==> config.mk <==
export PLATFORM = sky130hd
export DESIGN_NAME = elevator_scheduler
export DESIGN_NICKNAME = d
export VERILOG_FILES = /design/src/rtl/elevator_pkg.sv /design/src/rtl/elevator_door_timer.sv /design/src/rtl/elevator_scheduler.sv
export SDC_FILE = /design/constraint.sdc
export NUM_CORES = 1
export LEC_CHECK = 0
export ABC_AREA = 1
export CORE_MARGIN = 8
export CORE_UTILIZATION = 45
export CTS_CLUSTER_SIZE = 12
export DETAILED_ROUTE_END_ITERATION = 10
export PLACE_DENSITY = 0.79
export SLEW_MARGIN = 40
export SYNTH_ARGS = -nofsm -noshare
export SYNTH_HDL_FRONTEND = slang
export SYNTH_SLANG_ARGS = --single-unit
export TNS_END_PERCENT = 1
==> constraint.sdc <==
create_clock -name clk -period 1.6 [get_ports clk]
set_clock_uncertainty 0.1 [all_clocks]
set_input_delay 0.32 -clock clk [delete_from_list [all_inputs] [get_ports clk]]
set_output_delay 0.32 -clock clk [all_outputs]
set_load 0.01 [all_outputs]
==> src/rtl/elevator_pkg.sv <==
// Shared types and defaults for the elevator car blocks (scheduler and controller).
package elevator_pkg;

  typedef enum logic [1:0] {
    IDLE     = 2'd0,
    DISPATCH = 2'd1,
    TRAVEL   = 2'd2,
    DOOR     = 2'd3
  } state_t;

  localparam logic DIR_UP   = 1'b1;
  localparam logic DIR_DOWN = 1'b0;

  localparam int DEF_N_FLOORS    = 4;
  localparam int DEF_DOOR_CYCLES = 8;

endpackage

==> src/rtl/elevator_door_timer.sv <==
// Door-open hold timer: load/reload restart a DOOR_CYCLES down-count; open while nonzero.
module elevator_door_timer #(
  parameter int DOOR_CYCLES = 8
) (
  input  logic clk,
  input  logic reset,
  input  logic load,
  input  logic reload,
  output logic open,
  output logic last
);

  localparam int CW = $clog2(DOOR_CYCLES + 1);

  logic [CW-1:0] cnt;

  always_ff @(posedge clk or posedge reset) begin
    if (reset) begin
      cnt <= '0;
    end else if (load || (reload && cnt != '0)) begin
      cnt <= CW'(DOOR_CYCLES);
    end else if (cnt != '0) begin
      cnt <= cnt - 1'b1;
    end
  end

  assign open = (cnt != '0);
  assign last = (cnt == CW'(1));

endmodule

==> src/rtl/elevator_scheduler.sv <==
// Directional SCAN request scheduler for one car; dispatches targets over valid/ready and times the door.
// Optional ELEVATOR_SCHED_STATS_EN adds a saturating served_cnt output counting door entries.
module elevator_scheduler
  import elevator_pkg::*;
#(
  parameter int N_FLOORS    = DEF_N_FLOORS,
  parameter int FW          = $clog2(N_FLOORS),
  parameter int DOOR_CYCLES = DEF_DOOR_CYCLES
) (
  input  logic                clk,
  input  logic                reset,
  input  logic [N_FLOORS-1:0] req,
  input  logic [FW-1:0]       curr_floor,
  input  logic                cmd_ready,
  input  logic                arrive,
  output logic                cmd_valid,
  output logic [FW-1:0]       target_floor,
  output logic                dir_up,
  output logic                door_open,
  output logic [N_FLOORS-1:0] pending,
  output logic                busy
`ifdef ELEVATOR_SCHED_STATS_EN
  ,output logic [15:0]        served_cnt
`endif
);

  // Result packs {found, floor}.
  function automatic logic [FW:0] find_above(input logic [N_FLOORS-1:0] v, input logic [FW-1:0] f);
    find_above = '0;
    for (int i = N_FLOORS - 1; i >= 0; i--)
      if (v[i] && i > int'(f)) find_above = {1'b1, FW'(i)};
  endfunction

  function automatic logic [FW:0] find_below(input logic [N_FLOORS-1:0] v, input logic [FW-1:0] f);
    find_below = '0;
    for (int i = 0; i < N_FLOORS; i++)
      if (v[i] && i < int'(f)) find_below = {1'b1, FW'(i)};
  endfunction

  state_t              state;
  logic [N_FLOORS-1:0] cur_bit, eff, pend_nxt;
  logic [FW:0]         above, below;
  logic                at_cur, pick_up, pick_down, door_entry, door_reload, door_last;

  assign cur_bit     = N_FLOORS'(1) << curr_floor;
  assign eff         = pending | req;
  assign at_cur      = |(eff & cur_bit);
  assign above       = find_above(eff, curr_floor);
  assign below       = find_below(eff, curr_floor);
  assign pick_up     = above[FW] && (dir_up || !below[FW]);
  assign pick_down   = below[FW] && !pick_up;
  assign door_entry  = (state == IDLE && at_cur) || (state == TRAVEL && arrive);
  assign door_reload = (state == DOOR) && |(req & cur_bit);

  // Clearing on door entry beats a same-cycle request; during DOOR the current floor is not latched.
  always_comb begin
    pend_nxt = pending | req;
    if (door_entry)
      pend_nxt = pend_nxt & ~cur_bit;
    else if (state == DOOR)
      pend_nxt = (pend_nxt & ~cur_bit) | (pending & cur_bit);
  end

  always_ff @(posedge clk or posedge reset) begin
    if (reset) begin
      state        <= IDLE;
      pending      <= '0;
      cmd_valid    <= 1'b0;
      target_floor <= '0;
      dir_up       <= DIR_UP;
      busy         <= 1'b0;
    end else begin
      pending <= pend_nxt;
      case (state)
        IDLE: begin
          if (at_cur) begin
            state <= DOOR;
            busy  <= 1'b1;
          end else if (pick_up || pick_down) begin
            state        <= DISPATCH;
            cmd_valid    <= 1'b1;
            busy         <= 1'b1;
            target_floor <= pick_up ? above[FW-1:0] : below[FW-1:0];
            dir_up       <= pick_up ? DIR_UP : DIR_DOWN;
          end
        end
        DISPATCH: begin
          if (cmd_ready) begin
            state     <= TRAVEL;
            cmd_valid <= 1'b0;
          end
        end
        TRAVEL: begin
          if (arrive) state <= DOOR;
        end
        DOOR: begin
          if (door_last && !door_reload) begin
            state <= IDLE;
            busy  <= 1'b0;
          end
        end
        default: state <= IDLE;
      endcase
    end
  end

  elevator_door_timer #(
    .DOOR_CYCLES(DOOR_CYCLES)
  ) u_door_timer (
    .clk   (clk),
    .reset (reset),
    .load  (door_entry),
    .reload(door_reload),
    .open  (door_open),
    .last  (door_last)
  );

`ifdef ELEVATOR_SCHED_STATS_EN
  always_ff @(posedge clk or posedge reset) begin
    if (reset)
      served_cnt <= '0;
    else if (door_entry && served_cnt != 16'hFFFF)
      served_cnt <= served_cnt + 16'd1;
  end
`endif

endmodule

# ---- Word-level counts from Yosys, hierarchy flattened
# Cells that the tools add are included.
dict set report op_classes {
  n_addsub 1
  order_cmp 6
  eq_ne 10
  n_shift 1
  muxes 25
  bitwise_logic 8
  reduce_logical 31
}
# op count
set op_table {}
lappend op_table {{$mux W3} 6}
lappend op_table {{$and A4 B4 Y4} 4}
lappend op_table {{$mux W4} 4}
lappend op_table {{$logic_and A1 B1 Y1} 13}
lappend op_table {{$mux W2} 6}
lappend op_table {{$or A4 B4 Y4} 2}
lappend op_table {{$pmux W2 S4} 1}
lappend op_table {{$reduce_and A4 Y1} 2}
lappend op_table {{$reduce_or A4 Y1} 2}
lappend op_table {{$mux W1} 6}
lappend op_table {{$ne A2 B2 Y1 const B} 3}
lappend op_table {{$reduce_and A3 Y1} 2}
lappend op_table {{$reduce_bool A2 Y1} 3}
lappend op_table {{$eq A2 B2 Y1 const B} 2}
lappend op_table {{$eq A4 B1 Y1 const B} 1}
lappend op_table {{$gt A2 B2 Y1 const A} 2}
lappend op_table {{$logic_or A1 B1 Y1} 4}
lappend op_table {{$lt A1 B2 Y1 const A} 2}
lappend op_table {{$ne A2 B1 Y1 const B} 2}
lappend op_table {{$not A4 Y4} 1}
lappend op_table {{$pmux W1 S2} 2}
lappend op_table {{$reduce_bool A4 Y1} 1}
lappend op_table {{$shl A1 B2 Y4 const A} 1}
lappend op_table {{$sub A4 B1 Y4 const B} 1}
lappend op_table {{other kinds (7)} 9}
dict set report word_totals {
  reg_bits 15
  in_bits 10
  output_inout_bits 10
  word_cells 89
}

# ---- Depth between registers and ports, before layout
# Gate-level depths: netlist of the first run.
dict set report logic_depth {
  ltp_word 14
  mapped_depth 12
  depth_no_buf 11
}

# ---- Modules after synthesis
# From an unflattened synthesis of the first run, not the netlist that was laid out.
dict set report hier_totals {
  cells_unflattened 181
  hier_area_um2 1246.2
}
# module n_inst cells_each area_each_um2 seq_area_each_um2
set by_module_without_submodules {}
lappend by_module_without_submodules {elevator_scheduler 1 151 998.5 276.5}
lappend by_module_without_submodules {elevator_door_timer 1 30 247.7 100.1}

# ---- Worst setup path after synthesis of the first run
# No wires, ideal clock.
dict set report synth_timing {
  path_kind {input -> register}
  startpoint {in curr_floor[1]}
  endpoint {reg u_door_timer.cnt[0]}
  setup_time_ps 121
  t_arrival_ps 1214
  setup_slack_ps 164
  stages 11
  n_path_buf 1
  path_cell_list {buf_4 inv_4 nand2_1 nor2_1 nor2_4 nand2_2 nand2_4 nand2_4 nor2_4 nand2_1 o21ai_1}
}
dict set report synth_between {
  elab_chain_cells 7
  elab_cells_between_ends 12
  cone_classes {1 x shift; 1 x mux; 2 x bitwise; 8 x reduce/logical}
}
# item line
set synth_rtl {}
lappend synth_rtl {{start, declared} elevator_scheduler.sv:13} ;# input logic [FW-1:0] curr_floor,
lappend synth_rtl {{$shl A1 B2 Y4 (*)} elevator_scheduler.sv:45} ;# assign cur_bit = N_FLOORS'(1) << curr_floor;
lappend synth_rtl {{$and A4 B4 Y4, on equally long branches} {elevator_scheduler.sv:47, elevator_scheduler.sv:53}}
lappend synth_rtl {{$reduce_or A4 Y1, on equally long branches} {elevator_scheduler.sv:47, elevator_scheduler.sv:53}}
lappend synth_rtl {{$logic_and A1 B1 Y1, on equally long branches} {elevator_scheduler.sv:52, elevator_scheduler.sv:53}}
lappend synth_rtl {{$logic_or A1 B1 Y1 / $logic_and A1 B1 Y1 (equally long branches)} {elevator_scheduler.sv:52, elevator_door_timer.sv:20}}
lappend synth_rtl {{$logic_or A1 B1 Y1 (*)} elevator_door_timer.sv:20} ;# end else if (load || (reload && cnt != '0)) begin
lappend synth_rtl {{$mux W4 / $reduce_bool A2 Y1 (equally long branches)} --}
lappend synth_rtl {{end signal, assigned} elevator_door_timer.sv:21} ;# cnt <= CW'(DOOR_CYCLES);
lappend synth_rtl {{end signal, assigned} elevator_door_timer.sv:23} ;# cnt <= cnt - 1'b1;
lappend synth_rtl {{end, declared} elevator_door_timer.sv:15} ;# logic [CW-1:0] cnt;
# Mark *: on every way between the ends. The rest lies on a longest branch, timed or not.
# A chain may end at the register's enable or synchronous reset.

# ---- Worst setup path in the final report of the first run
dict set report layout_timing {
  startpoint {in req[3]}
  endpoint {reg u_door_timer.cnt[0]}
}
dict set report layout_between {
  elab_chain_cells 7
  elab_cells_between_ends 12
  cone_classes {1 x mux; 3 x bitwise; 8 x reduce/logical}
}
# item line
set layout_rtl {}
lappend layout_rtl {{start, declared} elevator_scheduler.sv:12} ;# input logic [N_FLOORS-1:0] req,
lappend layout_rtl {{$or A4 B4 Y4} elevator_scheduler.sv:46} ;# assign eff = pending | req;
lappend layout_rtl {{$and A4 B4 Y4} elevator_scheduler.sv:47} ;# assign at_cur = |(eff & cur_bit);
lappend layout_rtl {{$reduce_or A4 Y1} elevator_scheduler.sv:47}
lappend layout_rtl {{$logic_and A1 B1 Y1} elevator_scheduler.sv:52} ;# assign door_entry = (state == IDLE && at_cur) || (state == TRAVEL && arrive);
lappend layout_rtl {{$logic_or A1 B1 Y1} elevator_scheduler.sv:52}
lappend layout_rtl {{$logic_or A1 B1 Y1 (*)} elevator_door_timer.sv:20}
lappend layout_rtl {{$mux W4 / $reduce_bool A2 Y1 (equally long branches)} --}
# Marked as above.

==> impl_results.md, run 1 <==
- Post-synth EDFFs: 0
- CTS tree: yes
- Crit path launch type: input port
- Vias in the first global route: 1196
- Gate Count Post-Synth: 176
- Crit Path Class: in -> reg
- Top-Level Pins: 20
- CP Max Fanout: 9
- Die Y: 67.3 um
- Hold WS: 194 ps
- Final period util: 100%
- Most frequent cells in the layout: nand2_1 (46), buf_4 (23), nand3_1 (20), inv_1 (20), nor2_1 (18)
- Final Core Density: approximately 65%
- Final std cells w/o fill: 250
- Post-DRT Antenna Nets: 0
- CTS clk-pin slew, worst paths: 90 ps
- Overall Global Routing Usage: 13.7%
- # nets final: 238
- Met2 GRT Util: 25.1%
- Crit-path cells: clkdlybuf4s50_1 -> nor2_2 -> nor2_2 -> nor2_4 -> nand2_2 -> nand2_4 -> nand4_1 -> o21ai_1
- Fin. max-slew vios: 0
- H-tree depth: 1
- Gr busiest metal: met2
- PortBufs: 19
- Via Count: about 1300
- M1 GR Usage: 16.0%
- Reg2Reg Setup Slack: around 40 ps
- Cells after DPL: 246
- Longest Clk Path Bufs: 2
- Worst rel slew slack: about three quarters
- Worst-margin pin slew: around 360 ps
- Mapped Area: 1180 um^2
- TritonCTS Buffers: 3
- Initial DRC Count: 67
- Mapped Nets: 193
- Post-DP HPWL: 2520 um
- Total congestion overflow: 0
- Inserted Diodes: 0
- Max Cap Violations: 0
- Drt drc: 0
- Site row count: 18
- Root Buffer: clkbuf_4
- Synth cell types: 26
- GR Layer Usage met3: 3.97%
- Initial antenna violation count: 0
- VDD IR-drop max: 1280 uV
- CP Data Arrival Time: 1710 ps
- Critical path startpoint: req[3]
- CP most frequent cell: nor2_2
- Final min period: 1600 ps
- Post-synthesis async set-or-reset flop share: between 90% and 100%
- Max Freq: 0.625 GHz
- Core ar.: 2480 um^2
- Fill count: between 200 and 250
- Vias/cell: 5.10
- Worst Slack Setup Final: -0.652 ps
- Routed wire length: 3140 um
- Initial Util: 47.8%
- CP Capture Type: flop
- P&R area growth vs syn: 36.3%
- First drt pass iteration count: 4
- #FFs+latches synth: 15
- DR WL/cell: 12.6 um
- Pwr Density: 1610 nW/um^2
- Synth warn: 0
- Status: finished with violations
- DIE AREA: 4530 um^2
- GPL Wtd Cong: 0.898
- Req. time, crit path: 1710 ps
- Failing checks: negative setup slack
- Setup slack at placement: -495 ps
- Sequential share of the synthesized area: 31.8%
- First-pass GRT wire length: 5000 um
- Syn Area/Cell: approximately 6.7 um^2
- Sink Count: 15
- RSZ-0062 raised after global routing: yes
- Share of cells above drive strength 1: 25.5%
- Crit-path max cell delay: about 470 ps
- Commonest non-fill, non-tap cell in the layout: nand2_1
- Skew-Pair Late Insertion Delay: 280 ps
- Final Hold Viols: 0
- Static leakage: 0.889 nW
- Slowest-stage cell, CP: clkdlybuf4s50_1
- Setup violators final: 1
- Setup bufs post-CTS: 0
- Total power: ~2.6 mW
- Hold Crit Class: in -> async
- Post-synth top flop: dfrtp_1
- Die Wd: 67.3 um
- Largest net degree at the start of global routing: 12
## Yosys cell counts, types with 2 or more instances
cell	n	area share, %
inv_2	4	1.3
nor2_1	22	7.0
nand2_2	5	2.6
nand2_4	2	1.9
nand2_1	48	15
nand3_1	20	8.4
ha_1	7	7.4
nor2_4	3	2.9
a31oi_1	2	1.1
o21ai_1	5	2.1
a21oi_1	3	1.3
inv_1	21	6.7
dfrtp_1	14	30
nand4_1	5	2.6
xnor2_1	2	1.5
o21ai_0	3	1.3
## routing by layer
layer	share of wire (%)	routed length, um
met1	43	1350
met2	50	1570
met3	7.0	219
met4	0	0
met5	0	0
## through the flow
| stage | TNS (ps) | area, um^2 |
|---|---|---|
| floorplan | 0 | 1180 |
| global placement | -5440 | 1570 |
| detailed placement | -6530 | 1570 |
| CTS | -144 | 1580 |
| global route | -236 | 1620 |
| finish | -0.652 | 1620 |
## critical path, delay by kind of cell
| kind | cells | cell delay [ps] |
|---|---|---|
| and+or+nand+nor | 6 | 730 |
| buffers and inverters | 1 | 470 |
| AOI/OAI and AO/OA | 1 | 190 |
## layout make-up
| type | count | area, um^2 | share of cell area (%) |
|---|---|---|---|
| Clock buffer | 4 | 26.3 | 1.63 |
| Tap cell | 30 | 37.5 | 2.32 |
| Inverter | 26 | 100 | 6.20 |
| Sequential cell | 15 | 377 | 23.3 |
| Multi-Input combinational cell | 133 | 722 | 44.7 |
| Timing Repair Buffer | 42 | 353 | 21.8 |
## cell families (layout without fill, tap and decap cells)
| group | count (synthesis) | in the layout | share of synthesized area (%) |
|---|---|---|---|
| compound gates | 16 | 16 | 7.71 |
| xor+xnor | 2 | 2 | 1.48 |
| fa+ha+maj | 7 | 7 | 7.39 |
| buf+inv | 28 | 72 | 9.40 |
| flops | 15 | 15 | 31.8 |
| simple gates | 108 | 108 | 42.2 |
## worst paths after layout
| kind | end | cells after the start |
|---|---|---|
| min in group clk | dir_up$_DFFE_PP1P_ | 2 |
| hold / removal | asynchronous set/reset pin | 2 |
| hold reg to reg | dir_up$_DFFE_PP1P_ | 2 |
| setup / recovery | u_door_timer.cnt[0]$_DFFE_PP0P_ | 8 |
| setup reg to reg | u_door_timer.cnt[0]$_DFFE_PP0P_ | 7 |
| max in group asynchronous | asynchronous set/reset pin | 3 |
## repair_timing
item | 4_1_cts | 5_1_grt
setup endpoints to repair | 25 | 15
gates resized for setup | 16 | 13
pin swaps | 0 | 2
hold buffers | 0 | 0
## power by group
| group | leakage (nW) | switching [mW] | internal (mW) | total [mW] |
|---|---|---|---|---|
| clock network | 0.0150 | 0.121 | 0.0968 | 0.218 |
| logic | 0.701 | 0.935 | 0.732 | 1.67 |
| registers | 0.174 | 0.153 | 0.569 | 0.723 |
| total | 0.889 | 1.21 | 1.40 | 2.61 |
No activity file was read; power rests on OpenSTA's default activity.
==> run 2, diff against run 1 <==
--- a/config.mk
+++ b/config.mk
@@ -10,7 +10,9 @@
 export CORE_UTILIZATION = 45
 export CTS_CLUSTER_SIZE = 12
 export DETAILED_ROUTE_END_ITERATION = 10
+export HOLD_SLACK_MARGIN = 0.12
 export PLACE_DENSITY = 0.79
+export REMOVE_ABC_BUFFERS = 1
 export SLEW_MARGIN = 40
 export SYNTH_ARGS = -nofsm -noshare
 export SYNTH_HDL_FRONTEND = slang
==> impl_results.md, run 2 (synthesized netlist as in run 1, its figures left out) <==
- Initial DRC Count: 83
- Vias in the first global route: 1234
- Post-layout instance area: 1670 um^2
- Most frequent cells in the layout: nand2_1 (44), buf_4 (25), nand3_1 (20), inv_1 (20), nor2_1 (19)
- Vias/cell: between 5 and 6
- Total congestion overflow: 0
- Fin. max-slew vios: 0
- M1 GR Usage: roughly 18%
- DIE AREA: 4530 um^2
- First-pass GRT wire length: 5380 um
- Pwr Density: 1640 nW/um^2
- Longest Clk Path Bufs: 2
- Die Y: 67.3 um
- Status: complete, no violations
- CP Data Arrival Time: ~1200 ps
- Top-Level Pins: 20
- Largest net degree at the start of global routing: 16
- Final std cells w/o fill: 253
- # nets final: 241
- Cells after DPL: around 240
- Worst-margin pin slew: about 300 ps
- Initial Util: between 40% and 50%
- CTS tree: yes
- Sink Count: 15
- TritonCTS Buffers: 3
- Final Core Density: 67.3%
- Share of cells above drive strength 1: approximately 29%
- Final min period: 1570 ps
- Final period util: 97.9%
- Max Cap Violations: 0
- Area of placed instances: 1540 um^2
- Die Wd: 67.3 um
- RSZ-0062 raised after global routing: yes
- Root Buffer: clkbuf_4
- Crit Path Class: reg -> out
- Req. time, crit path: 1180 ps
- Gr busiest metal: met2
- Static leakage: 0.921 nW
- Routed wire length: around 3400 um
- CP Max Fanout: 3
- GR Layer Usage met3: 3.15%
- Internal power: about 1.5 mW
- PortBufs: 19
- GPL Wtd Cong: 0.936
- Psw: 1.27 mW
- Post-DP HPWL: between 2000 and 2500 um
- Clock power share: 8.3%
- Post-DRT Antenna Nets: 0
- Skew-Pair Late Insertion Delay: 290 ps
- Worst rel slew slack: 80.1%
- Overall Global Routing Usage: 15.2%
- Commonest non-fill, non-tap cell in the layout: nand2_1
- Inserted Diodes: 0
- First drt pass iteration count: 4
- VDD IR-drop max: 1030 uV
- Hold WS: 220 ps
- CTS clk-pin slew, worst paths: 100 ps
- Setup violators final: 0
- Reg power frac: approximately a quarter
- Reg2Reg Setup Slack: ~60 ps
- Crit path launch type: flop
- Total power: 2.74 mW
- Met2 GRT Util: 27.4%
- Hold Crit Class: in -> async
- H-tree depth: 1
- Initial antenna violation count: 0
- P&R area growth vs syn: 40.8%
- Max Freq: 0.639 GHz
- Gate power share: between 60% and 70%
- Site row count: 18
- Sw frac: 46.5%
- CP Capture Type: output port
- Final Hold Viols: 0
- Core ar.: 2480 um^2
- Hold Buf Count CTS: 0
- Drt drc: 0
- DR WL/cell: 13.2 um
- Via Count: 1287
run 2: cell count changes in the layout (fill, tap and decap cells not counted), moves of 2 or more:
cell             before  now
buf_4                23   25
clkdlybuf4s50_1       5    3
nand2_1              46   44
nand2_2               7    9
run 2: area by class of cell:
| type | instances | area [um^2] |
|---|---|---|
| multi-input combinational | 133 | 749 |
| fill | 234 | 810 |
| clock inverter | 1 | 5.00 |
| inverter | 26 | 100 |
| clock buffer | 3 | 22.5 |
| tap | 30 | 37.5 |
| sequential | 15 | 377 |
| timing repair buffer | 45 | 377 |
run 2: final timing paths:
check / start / to / depth (start not counted)
setup / recovery: u_door_timer.cnt[1]$_DFFE_PP0P_ / door_open / 4
hold / removal: reset / state[1]$_DFFE_PP0P_ / 3
setup reg to reg: u_door_timer.cnt[1]$_DFFE_PP0P_ / state[0]$_DFFE_PP0P_ / 8
hold reg to reg: cmd_valid$_DFFE_PP0P_ / cmd_valid$_DFFE_PP0P_ / 2
max in group asynchronous: reset / dir_up$_DFFE_PP1P_ / 3
min in group clk: cmd_valid$_DFFE_PP0P_ / cmd_valid$_DFFE_PP0P_ / 2
run 2: through the flow:
stage	setup TNS [ps]	worst slack [ps]
after floorplan	0	183
after global placement	-6280	-478
after detailed placement	-6930	-536
after CTS	-14.7	-10.5
after global routing	-156	-53.3
final	0	34.4
run 2: layer usage:
layer / vias up / wire, um
met4: 0 / 25
met3: 4 / 149
met2: 32 / 1730
met5: - / 0
met1: 599 / 1450
li1: 652 / -
run 2: power groups by stage:
stage                     clock, mW  combinational [mW]  sequential [mW]
after global routing          0.253                2.01            0.756
after global placement            0                1.59            0.707
after CTS                     0.233                1.59            0.710
after floorplan                   0               0.973            0.744
final                         0.226                1.79            0.726
after detailed placement          0                1.64            0.719
run 2: critical path: stages, from the launching register on:
cell and delay [ps]:
dfrtp_1 400, inv_2 110, ha_1 150, nand2_1 60, buf_2 140
run 2: what timing repair did:
action                     4_1_cts  5_1_grt
setup endpoints to repair       25       15
pin swaps                        0       11
buffers inserted                 0        8
resized for setup               18       20
cloned                           0        0
